[config.mk]
export PLATFORM = sky130hd
export DESIGN_NAME = xilinx_rst_boot_conditioner
export DESIGN_NICKNAME = d
export VERILOG_FILES = /design/src/rtl/xilinx_rst_boot_conditioner.sv
export SDC_FILE = /design/constraint.sdc
export NUM_CORES = 1
export LEC_CHECK = 0
export BUFFER_PORTS_ARGS = -buffer_cell sky130_fd_sc_hd__buf_2
export CAP_MARGIN = 20
export CORE_UTILIZATION = 35
export DETAILED_ROUTE_END_ITERATION = 16
export PLACE_DENSITY = 0.66
export SLEW_MARGIN = 20
export SYNTH_ARGS = -nofsm -noshare
export SYNTH_HDL_FRONTEND = slang
export SYNTH_SLANG_ARGS = --single-unit
[constraint.sdc]
create_clock -name clk_i -period 1.5 [get_ports clk_i]
set_input_delay 0.375 -clock clk_i [delete_from_list [all_inputs] [get_ports clk_i]]
set_output_delay 0.375 -clock clk_i [all_outputs]
set_load 0.01 [all_outputs]
[src/rtl/xilinx_rst_boot_conditioner.sv]
// xilinx_rst_boot_conditioner
//   Sits between the board pins / clock wizard and gr_heep_top. The system is
//   held in reset until the clock wizard reports lock and both boot straps
//   have held still for SETTLE_CYCLES consecutive cycles. On release the
//   strap values are frozen and passed to the core. If lock is lost while
//   running, reset is asserted again and the loss is counted for debug.
//
// Ports
//   clk_i                : clock from the clock wizard
//   rst_ni               : async active-low board reset (deassertion assumed
//                          synchronous to clk_i)
//   pll_locked_i         : clock wizard lock, asynchronous
//   boot_select_i        : raw strap pin, asynchronous
//   execute_from_flash_i : raw strap pin, asynchronous
//   rst_no               : conditioned active-low reset, registered
//   boot_select_o        : boot_select strap frozen at reset release
//   execute_from_flash_o : execute_from_flash strap frozen at reset release
//   lock_lost_cnt_o      : saturating count of RUN -> WAIT_LOCK exits
module xilinx_rst_boot_conditioner #(
    parameter int SYNC_STAGES   = 2,
    parameter int SETTLE_CYCLES = 16
) (
    input  logic       clk_i,
    input  logic       rst_ni,
    input  logic       pll_locked_i,
    input  logic       boot_select_i,
    input  logic       execute_from_flash_i,
    output logic       rst_no,
    output logic       boot_select_o,
    output logic       execute_from_flash_o,
    output logic [7:0] lock_lost_cnt_o
);

    localparam int            CW       = $clog2(SETTLE_CYCLES + 1);
    localparam logic [CW-1:0] CNT_LAST = CW'(SETTLE_CYCLES - 1);

    typedef enum logic [1:0] {
        WAIT_LOCK = 2'd0,
        SETTLE    = 2'd1,
        RUN       = 2'd2
    } state_t;

    // Three synchroniser lanes packed per stage: {lock, boot_select, eff}.
    logic [SYNC_STAGES-1:0][2:0] sync_q;
    logic                        locked_s;
    logic [1:0]                  straps_s;

    state_t        state;
    logic [CW-1:0] cnt;
    logic [1:0]    strap_q;

    always_ff @(posedge clk_i or negedge rst_ni) begin
        if (!rst_ni) begin
            sync_q <= '0;
        end else begin
            sync_q[0] <= {pll_locked_i, boot_select_i, execute_from_flash_i};
            for (int i = 1; i < SYNC_STAGES; i++) begin
                sync_q[i] <= sync_q[i-1];
            end
        end
    end

    assign locked_s = sync_q[SYNC_STAGES-1][2];
    assign straps_s = sync_q[SYNC_STAGES-1][1:0];

    always_ff @(posedge clk_i or negedge rst_ni) begin
        if (!rst_ni) begin
            state                <= WAIT_LOCK;
            cnt                  <= '0;
            strap_q              <= '0;
            rst_no               <= 1'b0;
            boot_select_o        <= 1'b0;
            execute_from_flash_o <= 1'b0;
            lock_lost_cnt_o      <= '0;
        end else begin
            case (state)
                WAIT_LOCK: begin
                    cnt <= '0;
                    if (locked_s) begin
                        state   <= SETTLE;
                        strap_q <= straps_s;
                    end
                end
                SETTLE: begin
                    // strap_q always tracks the previous cycle's straps so any
                    // edge on either pin is caught as a mismatch.
                    strap_q <= straps_s;
                    if (!locked_s) begin
                        state <= WAIT_LOCK;
                        cnt   <= '0;
                    end else if (straps_s != strap_q) begin
                        // A strap change beats the terminal count.
                        cnt <= '0;
                    end else if (cnt == CNT_LAST) begin
                        state                <= RUN;
                        boot_select_o        <= straps_s[1];
                        execute_from_flash_o <= straps_s[0];
                        rst_no               <= 1'b1;
                    end else begin
                        cnt <= cnt + CW'(1);
                    end
                end
                RUN: begin
                    if (!locked_s) begin
                        state  <= WAIT_LOCK;
                        rst_no <= 1'b0;
                        if (lock_lost_cnt_o != 8'hFF) begin
                            lock_lost_cnt_o <= lock_lost_cnt_o + 8'd1;
                        end
                    end
                end
                default: begin
                    state  <= WAIT_LOCK;
                    rst_no <= 1'b0;
                end
            endcase
        end
    end

endmodule

**Yosys cells after proc, flatten, opt, wreduce, memory -nomap -nowiden**

Cells that the tools add are included.

- Register bits: 26
- Input bits: 5
- Output and inout bits: 11
- Logic and storage cells: 52

- Add/sub/neg operators: 2
- Equal/unequal tests: 13
- Muxes and demuxes: 17
- Bitwise gates (word level): 3
- Reductions and logical operators: 8

Operator list:

| operator | count |
|---|---|
| two-way mux 5 bit | 3 |
| two-way mux 2 bit | 6 |
| inequality test 2 bit, second input constant | 5 |
| one-hot mux 5 bit (2 select lines) | 1 |
| adder 8 x 1 -> 8 bit, second input constant | 1 |
| inequality test 8 bit, second input constant | 1 |
| AND reduction 4 bit | 2 |
| inequality test 3 bit, second input constant | 2 |
| one-hot mux 2 bit (3 select lines) | 1 |
| adder 5 x 1 -> 5 bit, second input constant | 1 |
| equality test 5 x 4 -> 1 bit, second input constant | 1 |
| AND reduction 5 bit | 1 |
| two-way mux 1 bit | 4 |
| inequality test 4 bit, second input constant | 1 |
| one-hot mux 2 bit (2 select lines) | 1 |
| AND reduction 2 bit | 2 |
| NOT 1 bit | 3 |
| one-hot mux 1 bit (3 select lines) | 1 |
| AND reduction 3 bit | 1 |
| equality test 2 x 1 -> 1 bit, second input constant | 1 |
| equality test 2 bit, second input constant | 1 |
| logical NOT 2 bit | 1 |
| inequality test 2 bit | 1 |
| nonzero test 2 bit | 1 |

**Depth between registers and ports, before layout**

- Word-level depth: 5
- Depth in mapped cells: 6
- Gate-level depth less buffers: 6

**Least setup slack after synthesis**

OpenSTA, ideal clock, no wires.

- Kind: register to register
- From: register cnt[0]
- To: register cnt[3]
- Library setup time: 83 ps
- Data arrival time: 1601 ps
- Required time: 1417 ps
- Setup slack: -183 ps
- Stages on the path, launching flop included: 7
- Path buffers: 0
- Period minus slack after synthesis: 1683 ps
- Path through: dfrtp_1 ha_1 and3_1 ha_1 nand4b_1 or4_1 o21ai_0

- Longest elaborated chain between the ends: 5
- Elaborated cells between the ends (all ways): 8
- Classes of those cells: 1 x add/sub; 2 x eq/ne; 4 x mux; 1 x reduce/logical

Ends and longest elaborated chain:

| what | RTL line | text |
|---|---|---|
| from (decl) | 49 | `logic [CW-1:0] cnt;` |
| from (signal assigned) | 100 | `cnt <= cnt + CW'(1);` |
| adder 5 x 1 -> 5 bit | 100 |  |
| two-way mux 5 bit | 94 | `end else if (cnt == CNT_LAST) begin` |
| two-way mux 5 bit | 91 | `end else if (straps_s != strap_q) begin` |
| two-way mux 5 bit | 88 | `if (!locked_s) begin` |
| one-hot mux 5 bit (2 select lines) | 76 | `case (state)` |

Several ways; a longest one is shown, not always the timed one. The select of a mux whose other input is x is not followed.
A chain may end at the register's enable or synchronous reset.

**Worst setup path after layout**

Ends and elaborated chain as after synthesis.

==> out/results.tsv <==
metric	value	unit
area delta synth->final	36.7	%
IO Pins	16	
failing checks	negative setup slack	
CTS tree	built	
Power Density	823	nW/um^2
CTS Hold Bufs	0	
register area	651	um^2
CP max stage delay	0.41	ns
post-synth top area cell	dfrtp_1	
Clock Tree Buf Depth	2	
R2R Path End	cnt[3]$_DFFE_PN0P_	
Ant. Diodes	0	
DRC viols	0	
final setup violating endpoints	6	
Worst R2R Setup Slack	-0.18	ns
Power Internal	1.03	mW
Worst Setup End Kind	flip-flop	
Comb pwr share	6.0	%
leakage power	0.729	nW
Rows	20	
Worst setup endpoint	cnt[3]$_DFFE_PN0P_	
CP startpoint	cnt[0]$_DFFE_PN0P_	
via count	854	
clk sinks	26	
Ys Warns	0	
fin nets	142	
placed instance count	170	
Die Footprint	3480	um^2
ANT nets after route	0	
Top FF cell, synth	dfrtp_1	
Pre-antenna DRT Iters	4	
largest net degree at the start of global routing	27	
syn_nets	102	
sw frac	19.8	%
Slew headroom	62.5	%
Initial Util	36.9	%
I/O Buffers	15	
DR WL/cell	12.4	um
worst flop-to-flop path startpoint	cnt[0]$_DFFE_PN0P_	
Worst path depth	6	
EDFF count, synth	0	
post-synth top area share	57.3	%
detailed-route wire length	2200	um
Final GP Congestion	0.819	
worst setup margin	-0.176	ns
Total GRT Usage	14.4	%
CP Buf/Inv Count	0	
Worst Path Arrival	1.93	ns
RSZ-0062 raised after global routing	true	
Worst Setup Start Kind	flip-flop	
max cap viols	0	
GRT Residual Overflow	0	
Mean Syn Cell Area	12.1	um^2
1st-iter DRT viols	15	
H-tree level count	1	
Syn Inst Count	94	
Setup TNS	-0.391	ns
Core Region	3080	um^2
post-synthesis cell area	1140	um^2
Num CTS Buffers	3	
mean number of vias per cell	4.82	
max-slew violations	0	
WP data required	1.75	ns
DP HPWL	1560	um
clock skew	0.00823	ns
part of the power in registers	57.1	%
Psw	0.253	mW
Clock Latency Late Sink	0.32	ns
top cells by area, synth	dfrtp_1, mux2_2, ha_1	
Post-synth ARST share	100	%
CP Class	reg2reg	
Worst Reg-to-Reg Cells	6	
HP Class	in2async	
Distinct cells, synth	33	
worst-path fanout max	5	
Worst-Margin Slew	0.562	ns
Clock Power Share	36.9	%
DIE HEIGHT	59.0	um
Tcrit/Tclk final	112	%
Root Buffer	clkbuf_4	
share of post-route cells with drive strength above 1	48.1	%
fmax	597	MHz
first-pass GRT wire length	3650	um
Reg clk slew, reported paths	0.14	ns
non-filler cells, final	177	
fin crit period	1.68	ns
Hold Vio Cnt, Final	0	
Die W	59.0	um
synthesized flop and latch total	26	
Crit path max-delay family	simple AND/OR/NAND/NOR gates	
multi-input combinational cell area	536	um^2
slowest cell on the critical path	dfrtp_1	
status	finished with violations	
worst-path cell chain	ha_2 > and3_4 > ha_4 > nand4b_1 > or4_1 > o21ai_1	
filler cell count	273	
sequential share of the synthesized area	57.3	%
WHS	0.0228	ns
vias in the first global route	851	
antenna violations before repair	0	
worst vdd ir	0.508	mV
worst register-to-register path, stage by stage, from the launching register on:
cell and delay (ns):
dfrtp_1 0.41, ha_2 0.19, and3_4 0.15, ha_4 0.17, nand4b_1 0.19, or4_1 0.41
o21ai_1 0.09
state kept, by name, indices dropped and copies added (netlist names), 2 cells and up:
signal	flops
cnt	5
strap_q	2
state	2
straps_s	2
sync_q	3
lock_lost_cnt_o	8
cells in the final DEF (no fill, tap or decap), types with 3 or more instances in the layout:
master	count
a21oi_1	6
buf_2	15
buf_4	22
clkbuf_4	3
dfrtp_1	26
inv_1	5
mux2_2	7
nand2_1	6
nand4_1	3
o22ai_2	3
worst min path at each step:
| stage | endpoint | slack [ns] | start | cells after the start |
|---|---|---|---|---|
| after floorplan | boot_select_o$_DFFE_PN0P_ | 0.08 | rst_ni | 0 |
| after detailed placement | locked_s$_DFF_PN0_ | 0.34 | sync_q[2]$_DFF_PN0_ | 0 |
| after global placement | locked_s$_DFF_PN0_ | 0.33 | sync_q[2]$_DFF_PN0_ | 0 |
| final | lock_lost_cnt_o[7]$_DFFE_PN0P_ | 0.02 | rst_ni | 1 |
| after global routing | lock_lost_cnt_o[7]$_DFFE_PN0P_ | 0.04 | rst_ni | 1 |
| after CTS | sync_q[1]$_DFF_PN0_ | 0.04 | rst_ni | 1 |
kinds of logic after synthesis:
group                      share of synthesized area, %
and+or+nand+nor                                    16.6
DFF                                                57.3
AOI/OAI and AO/OA                                  9.36
muxes                                              8.70
buffers and inverters                              2.42
xor gates and xnor gates                           2.31
adders and majority gates                          3.30
cells in the mapped netlist (2+ instances only):
cell	count
dfrtp_1	26
nand4_1	3
a31oi_1	2
nand2_1	6
inv_1	5
nand2b_1	2
ha_1	3
mux2_2	7
and3_1	2
a21oi_1	7
xnor2_1	3
mux2i_1	2
o21ai_0	2
o22ai_1	4
nor2b_1	2
layer usage:
metal	part of all wire, %	global-route usage, %	routed length [um]
met4	1.9	7.14	42
met1	41	16.4	910
met5	0	0	0
met2	55	25.8	1210
met3	1.8	2.62	39
repair_timing:
action | in CTS | in global routing
gates resized for setup | 8 | 5
pin swaps | 3 | 3
setup buffers | 1 | 2
setup endpoints to repair | 8 | 12
layout make-up:
class | count | area share, %
clock inverter | 1 | 1.93
timing repair buffer | 37 | 15.5
sequential | 26 | 41.9
inverter | 5 | 1.21
clock buffer | 3 | 1.45
multi-input combinational | 61 | 34.5
tap | 44 | 3.55
per-stage QoR:
step	total power, mW	setup slack [ns]	instance area, um^2	util (%)
after detailed placement	0.806	-0.170	1410	45.8
final	1.28	-0.176	1550	50.4
after global routing	1.34	-0.242	1550	50.4
after floorplan	0.763	-0.103	1150	-
after global placement	0.802	-0.109	1410	45.8
after CTS	1.29	-0.167	1520	49.2
power groups by stage:
stage          Sequential, mW  Clock, mW  Combinational, mW
5_1_grt                 0.731      0.523             0.0847
2_1_floorplan           0.740          0             0.0235
6_report                0.729      0.472             0.0766
3_3_place_gp            0.738          0             0.0634
4_1_cts                 0.728      0.487             0.0730
3_5_place_dp            0.739          0             0.0669
No activity file was read; power rests on OpenSTA's default activity.
